===== config.mk =====
export PLATFORM = sky130hd
export DESIGN_NAME = iir_pole_ctrl
export DESIGN_NICKNAME = d
export VERILOG_FILES = /design/src/rtl/iir_pkg.sv /design/src/rtl/iir_valid_pipe.sv /design/src/rtl/iir_pole_ctrl.sv
export SDC_FILE = /design/constraint.sdc
export NUM_CORES = 1
export LEC_CHECK = 0
export ABC_AREA = 1
export CORE_MARGIN = 2
export CORE_UTILIZATION = 45
export CTS_CLUSTER_DIAMETER = 100
export DETAILED_ROUTE_END_ITERATION = 12
export MAX_ROUTING_LAYER = met4
export PLACE_DENSITY = 0.7
export SLEW_MARGIN = 20
export SYNTH_ARGS = -nofsm -noshare
export SYNTH_HDL_FRONTEND = slang
export SYNTH_SLANG_ARGS = --single-unit

===== constraint.sdc =====
create_clock -name clk -period 3.9 [get_ports clk]
set_clock_uncertainty 0.1 [all_clocks]
set_input_delay 0.78 -clock clk [delete_from_list [all_inputs] [get_ports clk]]
set_output_delay 0.78 -clock clk [all_outputs]
set_load 0.01 [all_outputs]

===== src/rtl/iir_pkg.sv =====
// Shared state encoding, default sizes and coefficient type for the IIR pole-section controller.
package iir_pkg;

  localparam int NUM_TAPS_DEF = 7;
  localparam int COEF_W_DEF   = 16;

  typedef logic signed [COEF_W_DEF-1:0] coef_t;

  typedef enum logic [2:0] {
    IDLE,
    RUN,
    SWAP,
    FLUSH,
    DRAIN
  } state_e;

endpackage


===== src/rtl/iir_valid_pipe.sv =====
// Valid-alignment shift register with synchronous clear.
// Latency: DEPTH cycles from d to q.
// Backpressure: none; clr discards everything in flight.
import iir_pkg::*;

module iir_valid_pipe #(
  parameter int DEPTH = 4
) (
  input  logic clk,
  input  logic rst_n,
  input  logic clr,
  input  logic d,
  output logic q
);

  logic [DEPTH-1:0] sr_q;
  logic [DEPTH-1:0] sr_d;

  always_comb begin
    sr_d    = sr_q << 1;
    sr_d[0] = d;
    if (clr) begin
      sr_d = '0;
    end
  end

  always_ff @(posedge clk or negedge rst_n) begin
    if (!rst_n) begin
      sr_q <= '0;
    end else begin
      sr_q <= sr_d;
    end
  end

  assign q = sr_q[DEPTH-1];

endmodule


===== src/rtl/iir_pole_ctrl.sv =====
// Shadow/active coefficient banks for the IIR pole section, swapped at a sample gap; optional flush via IIR_POLE_CTRL_FLUSH_ON_SWAP_EN.
// Latency: coef_o updates 2 cycles after commit (idle slot permitting); out_valid trails filt_ce by MULT_LAT+1.
// Backpressure: cfg_ready low only while a swap waits; samples are never stalled, only dropped when gated.
import iir_pkg::*;

module iir_pole_ctrl #(
  parameter int NUM_TAPS  = NUM_TAPS_DEF,
  parameter int COEF_W    = COEF_W_DEF,
  parameter int MULT_LAT  = 3,
  parameter int FLUSH_CYC = 7
) (
  input  logic                       clk,
  input  logic                       rst_n,
  input  logic                       cfg_valid,
  output logic                       cfg_ready,
  input  logic [2:0]                 cfg_addr,
  input  logic [31:0]                cfg_data,
  input  logic                       cfg_commit,
  input  logic                       smp_valid_in,
  output logic [NUM_TAPS*COEF_W-1:0] coef_o,
  output logic                       filt_ce,
  output logic                       filt_clr,
  output logic                       out_valid,
  output logic                       busy,
  output logic                       cfg_err
);

  localparam int BANK_W = NUM_TAPS * COEF_W;

  state_e              state_q, state_d;
  logic [BANK_W-1:0]   shadow_q, shadow_d;
  logic [BANK_W-1:0]   active_q, active_d;
  logic                cfg_err_q, cfg_err_d;
  logic                wr_acc;
  logic                addr_ok;
  logic                swap_now;
  logic                pipe_clr;
  logic                unused_cfg_hi;

`ifdef IIR_POLE_CTRL_FLUSH_ON_SWAP_EN
  localparam int CNT_MAX = (FLUSH_CYC > MULT_LAT) ? FLUSH_CYC : MULT_LAT;
  localparam int CNT_W   = $clog2(CNT_MAX + 1);
  logic [CNT_W-1:0]    cnt_q, cnt_d;
`endif

  assign unused_cfg_hi = ^cfg_data[31:COEF_W];
  assign wr_acc        = cfg_valid && cfg_ready;
  assign addr_ok       = int'(cfg_addr) < NUM_TAPS;
  // Swap only in a cycle with no sample, so no sample ever straddles two banks.
  assign swap_now      = (state_q == SWAP) && !smp_valid_in;

  always_comb begin
    shadow_d  = shadow_q;
    cfg_err_d = cfg_err_q;
    if (wr_acc) begin
      if (addr_ok) begin
        for (int k = 0; k < NUM_TAPS; k++) begin
          if (int'(cfg_addr) == k) begin
            shadow_d[k*COEF_W +: COEF_W] = cfg_data[COEF_W-1:0];
          end
        end
      end else begin
        cfg_err_d = 1'b1;
      end
    end
  end

  always_comb begin
    active_d = active_q;
    if (swap_now) begin
      active_d = shadow_q;
    end
  end

  always_comb begin
    state_d   = state_q;
    cfg_ready = 1'b1;
    filt_ce   = 1'b0;
    filt_clr  = 1'b0;
`ifdef IIR_POLE_CTRL_FLUSH_ON_SWAP_EN
    cnt_d     = cnt_q;
`endif
    case (state_q)
      IDLE: begin
        if (cfg_commit) begin
          state_d = SWAP;
        end
      end
      RUN: begin
        filt_ce = smp_valid_in;
        if (cfg_commit) begin
          state_d = SWAP;
        end
      end
      SWAP: begin
        cfg_ready = 1'b0;
        filt_ce   = smp_valid_in;
        if (!smp_valid_in) begin
`ifdef IIR_POLE_CTRL_FLUSH_ON_SWAP_EN
          state_d = FLUSH;
          cnt_d   = '0;
`else
          state_d = RUN;
`endif
        end
      end
`ifdef IIR_POLE_CTRL_FLUSH_ON_SWAP_EN
      FLUSH: begin
        filt_clr = 1'b1;
        if (cnt_q == CNT_W'(FLUSH_CYC - 1)) begin
          state_d = DRAIN;
          cnt_d   = '0;
        end else begin
          cnt_d = cnt_q + CNT_W'(1);
        end
      end
      // Let the multiplier pipeline empty before new samples are admitted.
      DRAIN: begin
        if (cnt_q == CNT_W'(MULT_LAT - 1)) begin
          state_d = RUN;
        end else begin
          cnt_d = cnt_q + CNT_W'(1);
        end
      end
`endif
      default: begin
        state_d = IDLE;
      end
    endcase
  end

`ifdef IIR_POLE_CTRL_FLUSH_ON_SWAP_EN
  assign pipe_clr = swap_now;
`else
  assign pipe_clr = 1'b0;
`endif

  always_ff @(posedge clk or negedge rst_n) begin
    if (!rst_n) begin
      state_q   <= IDLE;
      shadow_q  <= '0;
      active_q  <= '0;
      cfg_err_q <= 1'b0;
    end else begin
      state_q   <= state_d;
      shadow_q  <= shadow_d;
      active_q  <= active_d;
      cfg_err_q <= cfg_err_d;
    end
  end

`ifdef IIR_POLE_CTRL_FLUSH_ON_SWAP_EN
  always_ff @(posedge clk or negedge rst_n) begin
    if (!rst_n) begin
      cnt_q <= '0;
    end else begin
      cnt_q <= cnt_d;
    end
  end
`endif

  // One delay-line register plus the multiplier pipeline.
  iir_valid_pipe #(
    .DEPTH (MULT_LAT + 1)
  ) u_valid_pipe (
    .clk   (clk),
    .rst_n (rst_n),
    .clr   (pipe_clr),
    .d     (filt_ce),
    .q     (out_valid)
  );

  assign coef_o  = active_q;
  assign cfg_err = cfg_err_q;
  assign busy    = (state_q != RUN);

endmodule


==> results.toml, run 1 <==
[status]
status = "finished clean"

[floorplanning]
die-area_mm2 = 0.02154
die_x_um = 146.8
core_region_area_mm2 = 0.02010
ioPinCount = 158
die_y_um = 146.8
num_rows = 52
initial_core_util = 0.4561

[finish]
diodes = 0
finish.utilization = 0.5764
drive_gt1_frac = 0.06626
syn_to_final_growth_pct = 26.37
layout.nets = 1173

[critical_path]
rrSetupSlack_ns = 1.72
reg2regPathDepth = 8
r2r_start = "state_q[0]"
critPathSlowestCell = "clkdlybuf4s50_1"
critical_path_class = "input port to output port"
critPathBufInv = 3
cp-endpoint = "filt_ce"
r2r_end = "shadow_q[42]"
crit_start = "smp_valid_in"
worstSetupEndpointType = "output port"
path_max_fanout = 3
startpoint_type = "input port"
crit_chain = "clkdlybuf4s50_1, nand2_1, inv_1, clkdlybuf4s50_1"
cpPeakStageDelay_ns = 0.53
path_common_cell = "clkdlybuf4s50_1"
cp.arrival_ns = 1.93
required_ns = 3.02
critical_path.top_delay_family = "buffers and inverters"
crit_cells = 4

[placed_design]
gp_congestion = 0.7614
io_buffers = 140
hpwl_um = 13770
post-place-ws_ns = 1.083

[clocking]
postCtsHoldBufs = 0
clockBufferDepth = 3
post_cts_buffers = 0
h-tree-depth = 1
path_clk_slew_ns = 0.06
cts.sinks = 231
cts_root_buf = "clkbuf_16"
ctsResizeCount = 0
numCtsBuffers = 24
worst_skew_pair.late_latency_ns = 0.51
cts_tree = "done"

[sta]
worst_slew_pin_slew_ns = 0.8052
tns_ns = 0
grt_setup_unrepaired = "no"
final-setup-viol-count = 0
fin_crit_sh = 0.7196
setup_slack_ns = 1.094
slew_headroom = 0.4632
fmax_mhz = 356.3
finalHoldViolations = 0
fin_crit_ns = 2.806
maxSlewViolCount = 0

[global_routing]
first_global_vias = 6511
antenna_found_initial = 0
grt_pass1_wl_um = 35650
gr-total-overflow = 0
grt_max_degree = 94
grtUsageTotal = 0.2160

[route]
via_per_inst = 4.842
drcViolationCount = 0
dr.first_iter.drc_count = 500
routedWlPerCell_um = 15.63
dr.pass1.iters = 4
ant_nets = 0
routed_wl_um = 22150
via_count = 6861

[synth]
postSynthCellCount = 1001
synth_adder_area_share = 0.005458
synth_warnings = 0
yosysUniqueCellTypes = 22
synth.cell_area_mm2 = 0.009170
yosysSeqAreaShare = 0.6304
synth_compound_area_frac = 0.07941
synth-xor-area-share = 0
synth_fp_nets = 1045
synthTopCellsByArea = "dfrtp_1, nand2_1, o21ai_1"
synthMuxAreaShare = 0
synth_top_area_frac = 0.6304
synth-simple-area-share = 0.2048
synth_top_cell_by_area = "dfrtp_1"
synth.avg_cell_area_um2 = 9.161
synth_top_family_by_area = "simple AND/OR/NAND/NOR gates"
ys_ff_latch = 231

[min_path]
hp-class = "input port to async pin"

[pwr]
power.density_mw_per_mm2 = 787.4
total_leakage_power_uw = 0.005704
vdd_ir_drop_max_v = 0.0005486

[run]
drv_cap = 0
where the power goes:
| group | internal (uW) | switching [uW] | total, uW |
|---|---|---|---|
| Clock | 1340 | 938 | 2270 |
| Sequential | 3420 | 582 | 4000 |
| Combinational | 1400 | 1450 | 2850 |
| Total | 6150 | 2970 | 9130 |
cells in the mapped netlist (all sizes together):
cell type    n
buf         38
clkbuf      11
clkinv       1
conb         1
dfrtp      231
ha           4
inv        124
nand2      365
nand3       71
nor2         9
o21ai      144
o21bai       1
or2          1
layer usage:
metal / track usage / part of all wire / vias to the layer above
met1: 0.2978 / 0.45 / 3259
met2: 0.3380 / 0.47 / 207
li1: - / - / 3361
met5: - / 0 / -
met4: 0.05922 / 0.022 / 0
met3: 0.03323 / 0.064 / 34
worst min-delay path by stage:
| stage | slack (ns) | cells past startpoint | endpoint | startpoint |
|---|---|---|---|---|
| finish | 0.17 | 1 | coef_o[87] | rst_n |
| global route | 0.23 | 1 | shadow_q[85] | rst_n |
| CTS | 0.21 | 1 | coef_o[87] | rst_n |
| detailed placement | 0.24 | 0 | u_valid_pipe.sr_q[2] | u_valid_pipe.sr_q[1] |
| global placement | 0.24 | 0 | u_valid_pipe.sr_q[2] | u_valid_pipe.sr_q[1] |
| floorplan | 0.23 | 0 | u_valid_pipe.sr_q[1] | u_valid_pipe.sr_q[0] |
metrics by stage:
stage,power [uW],hold WS [ns],cells,instance area (um2)
after floorplan,5445,0.2312,1001,9170
after global placement,6810,0.2352,1373,10800
after detailed placement,6900,0.2395,1373,10800
after CTS,9205,0.2090,1417,11590
after global routing,9755,0.2268,1417,11590
final,9125,0.1745,1417,11590
placed cells by master (no fill, tap or decap), drive strengths merged, types with 2 or more instances in the layout:
master / instances
clkdlybuf4s50: 139
buf: 12
ha: 4
nand2: 365
clkinv: 8
nor2: 9
clkinvlp: 2
o21ai: 144
dfrtp: 231
inv: 124
clkbuf: 34
nand3: 71
worst reg2reg max path: cells and delay by family (launching register included):
kind | cells | cell delay, ns
buf+inv | 3 | 0.71
flops | 1 | 0.37
simple gates | 4 | 0.66
fa+ha+maj | 1 | 0.29
final cells by class:
cell class,count,area (um2)
clock buffers,34,709.4
clock inverters,10,83.83
fillers,1760,8516
inverters,125,470.5
multi-input cells,596,2668
flip-flops and latches,231,5781
well taps,270,337.8
repair buffers,151,1539
flip-flops by register name, summed over array words and instances (netlist names):
| signal | cells |
|---|---|
| coef_o | 112 |
| cfg_err | 1 |
| u_valid_pipe.sr_q | 4 |
| shadow_q | 112 |
| state_q | 2 |
kinds of logic after synthesis:
logic type | after synthesis
AO/OA/AOI/OAI | 145
adder cells (fa/ha/maj) | 4
buffers and inverters | 174
flip-flops | 231
other | 1
AND/OR/NAND/NOR | 446
Power figures use the tool's default switching activity.
==> inputs of run 2 (changes only) <==
--- a/config.mk
+++ b/config.mk
@@ -11,7 +11,7 @@
 export CTS_CLUSTER_DIAMETER = 100
 export DETAILED_ROUTE_END_ITERATION = 12
 export MAX_ROUTING_LAYER = met4
-export PLACE_DENSITY = 0.7
+export PLACE_DENSITY = 0.72
 export SLEW_MARGIN = 20
 export SYNTH_ARGS = -nofsm -noshare
 export SYNTH_HDL_FRONTEND = slang
==> constraint.sdc (replaced) <==
create_clock -name clk -period 2.5 [get_ports clk]
set_clock_uncertainty 0.1 [all_clocks]
set_input_delay 0.5 -clock clk [delete_from_list [all_inputs] [get_ports clk]]
set_output_delay 0.5 -clock clk [all_outputs]
set_load 0.01 [all_outputs]
==> run 2 against run 1 <==
Core utilization rose by 0.76 points. Highest routed layer unchanged. First-iteration DRC count rose by 5.2%. Critical path type is now flip-flop to output port. Critical path depth did not move. Die area did not move. Sequential cell count did not move. Clock power rose by 54%. Design area rose by 1.3%. Cell count rose by 1.1%. Worst setup slack got worse by 0.99 ns. Wire length barely moved.
==> results.toml, run 2 (synthesis results as in run 1) <==
[status]
status = "finished clean"

[run]
drv_cap = 0

[global_routing]
grt_max_degree = 79
gr-total-overflow = 0
antenna_found_initial = 1
first_global_vias = 6462
grtUsageTotal = 0.2141
grt_pass1_wl_um = 35400

[pwr]
total_leakage_power_uw = 0.005794
power.density_mw_per_mm2 = 1214
total_power_uw = 14250
vdd_ir_drop_max_v = 0.0006592

[floorplanning]
die-area_mm2 = 0.02154
num_rows = 52
initial_core_util = 0.4561
core_region_area_mm2 = 0.02010
ioPinCount = 158
die_y_um = 146.8
die_x_um = 146.8

[critical_path]
cp.arrival_ns = 1.79
crit_start = "state_q[0]"
crit_chain = "inv_1, ha_1, inv_2, clkdlybuf4s50_1"
r2r_start = "state_q[0]"
critical_path_class = "flip-flop to output port"
required_ns = 1.90
critPathSlowestCell = "clkdlybuf4s50_1"
path_max_fanout = 3
cpPeakStageDelay_ns = 0.52
startpoint_type = "flip-flop"
worstSetupEndpointType = "output port"

[route]
drcViolationCount = 0
dr.first_iter.drc_count = 526
dr.pass1.iters = 5
via_count = 6897
routedWlPerCell_um = 15.47
via_per_inst = 4.816
routed_wl_um = 22160
ant_nets = 0

[clocking]
cts.sinks = 231
worst_skew_pair.late_latency_ns = 0.51
post_cts_buffers = 0
cts_root_buf = "clkbuf_16"
cts_tree = "done"
path_clk_slew_ns = 0.06
numCtsBuffers = 24
h-tree-depth = 1
clockBufferDepth = 3

[finish]
layout_common_cells = "nand2_1, dfrtp_1, clkdlybuf4s50_1"
drive_gt1_frac = 0.07494
regArea_mm2 = 0.005781
layout.nets = 1187
layoutNonFillerInstCount = 1432
fillers = 1759
syn_to_final_growth_pct = 28.04
fin_area_mm2 = 0.01174
multi_input_area_mm2 = 0.002668
final_common_cell = "nand2_1"

[sta]
tns_ns = 0
final-setup-viol-count = 0
fmax_mhz = 417.9
grt_setup_unrepaired = "no"
finalHoldViolations = 0
whs_ns = 0.2540
slew_headroom = 0.5308
fin_crit_ns = 2.393
maxSlewViolCount = 0
worst_slew_pin_slew_ns = 0.7016
fin_crit_sh = 0.9572

[placed_design]
io_buffers = 140
hpwl_um = 14000
gp_congestion = 0.7491
place_area_mm2 = 0.01094
placed_cells = 1386

[min_path]
hold_start = "u_valid_pipe.sr_q[1]"
hp-class = "flip-flop to flip-flop"
[run 2: repair_timing]
action / CTS / global route
setup endpoints to repair: 1 / 0
resized for setup: 1 / 0
hold buffers: 1 / 0
hold endpoints to repair: 71 / 0
[run 2: layer usage]
layer / vias up / wire (um) / share of wire / track usage
met3: 31 / 1241 / 0.056 / 0.02888
met2: 192 / 10600 / 0.48 / 0.3357
met1: 3288 / 9888 / 0.45 / 0.2998
li1: 3386 / - / - / -
met5: - / 0 / 0 / -
met4: 0 / 427 / 0.019 / 0.05243
[run 2: final timing paths]
check | end | slack, ns | cells after the start
worst min register to register | u_valid_pipe.sr_q[2] | 0.25 | 0
max in group asynchronous | shadow_q[27] | 1.11 | 3
worst max register to register | shadow_q[67] | 0.61 | 7
worst max-delay path | cfg_ready | 0.11 | 4
worst min-delay path | u_valid_pipe.sr_q[2] | 0.25 | 0
min in group asynchronous | coef_o[88] | 0.47 | 2
[run 2: where the power goes]
part           leakage [uW]  switching, uW  internal, uW
combinational       0.00246           2300          2230
sequential          0.00295            907          5330
clock              0.000393           1420          2070
total               0.00579           4620          9630
[run 2: critical path, delay by kind of cell (launching register included)]
family	cells	cell delay, ns
buf+inv	3	0.67
flops	1	0.38
fa+ha+maj	1	0.23
[run 2: metrics by stage]
step	worst slack, ns	util
final	0.1070	0.5840
after global placement	0.2543	0.5443
after CTS	0.08931	0.5839
after detailed placement	0.2266	0.5443
after global routing	0.02497	0.5840
after floorplan	0.8219	-
[run 2: area by class of cell]
type,count,area share
clock inverters,5,0.002451
clock buffers,39,0.06458
flip-flops and latches,231,0.4923
well taps,270,0.02877
inverters,125,0.04007
diodes,1,0.0002131
multi-input cells,596,0.2272
repair buffers,165,0.1444
==> inputs of run 3 (changes only) <==
--- a/config.mk
+++ b/config.mk
@@ -6,6 +6,7 @@
 export NUM_CORES = 1
 export LEC_CHECK = 0
 export ABC_AREA = 1
+export CAP_MARGIN = 30
 export CORE_MARGIN = 2
 export CORE_UTILIZATION = 45
 export CTS_CLUSTER_DIAMETER = 100
==> results of run 3 <==
Same layout as run 2: the final DEF is identical, and so are final timing and power.
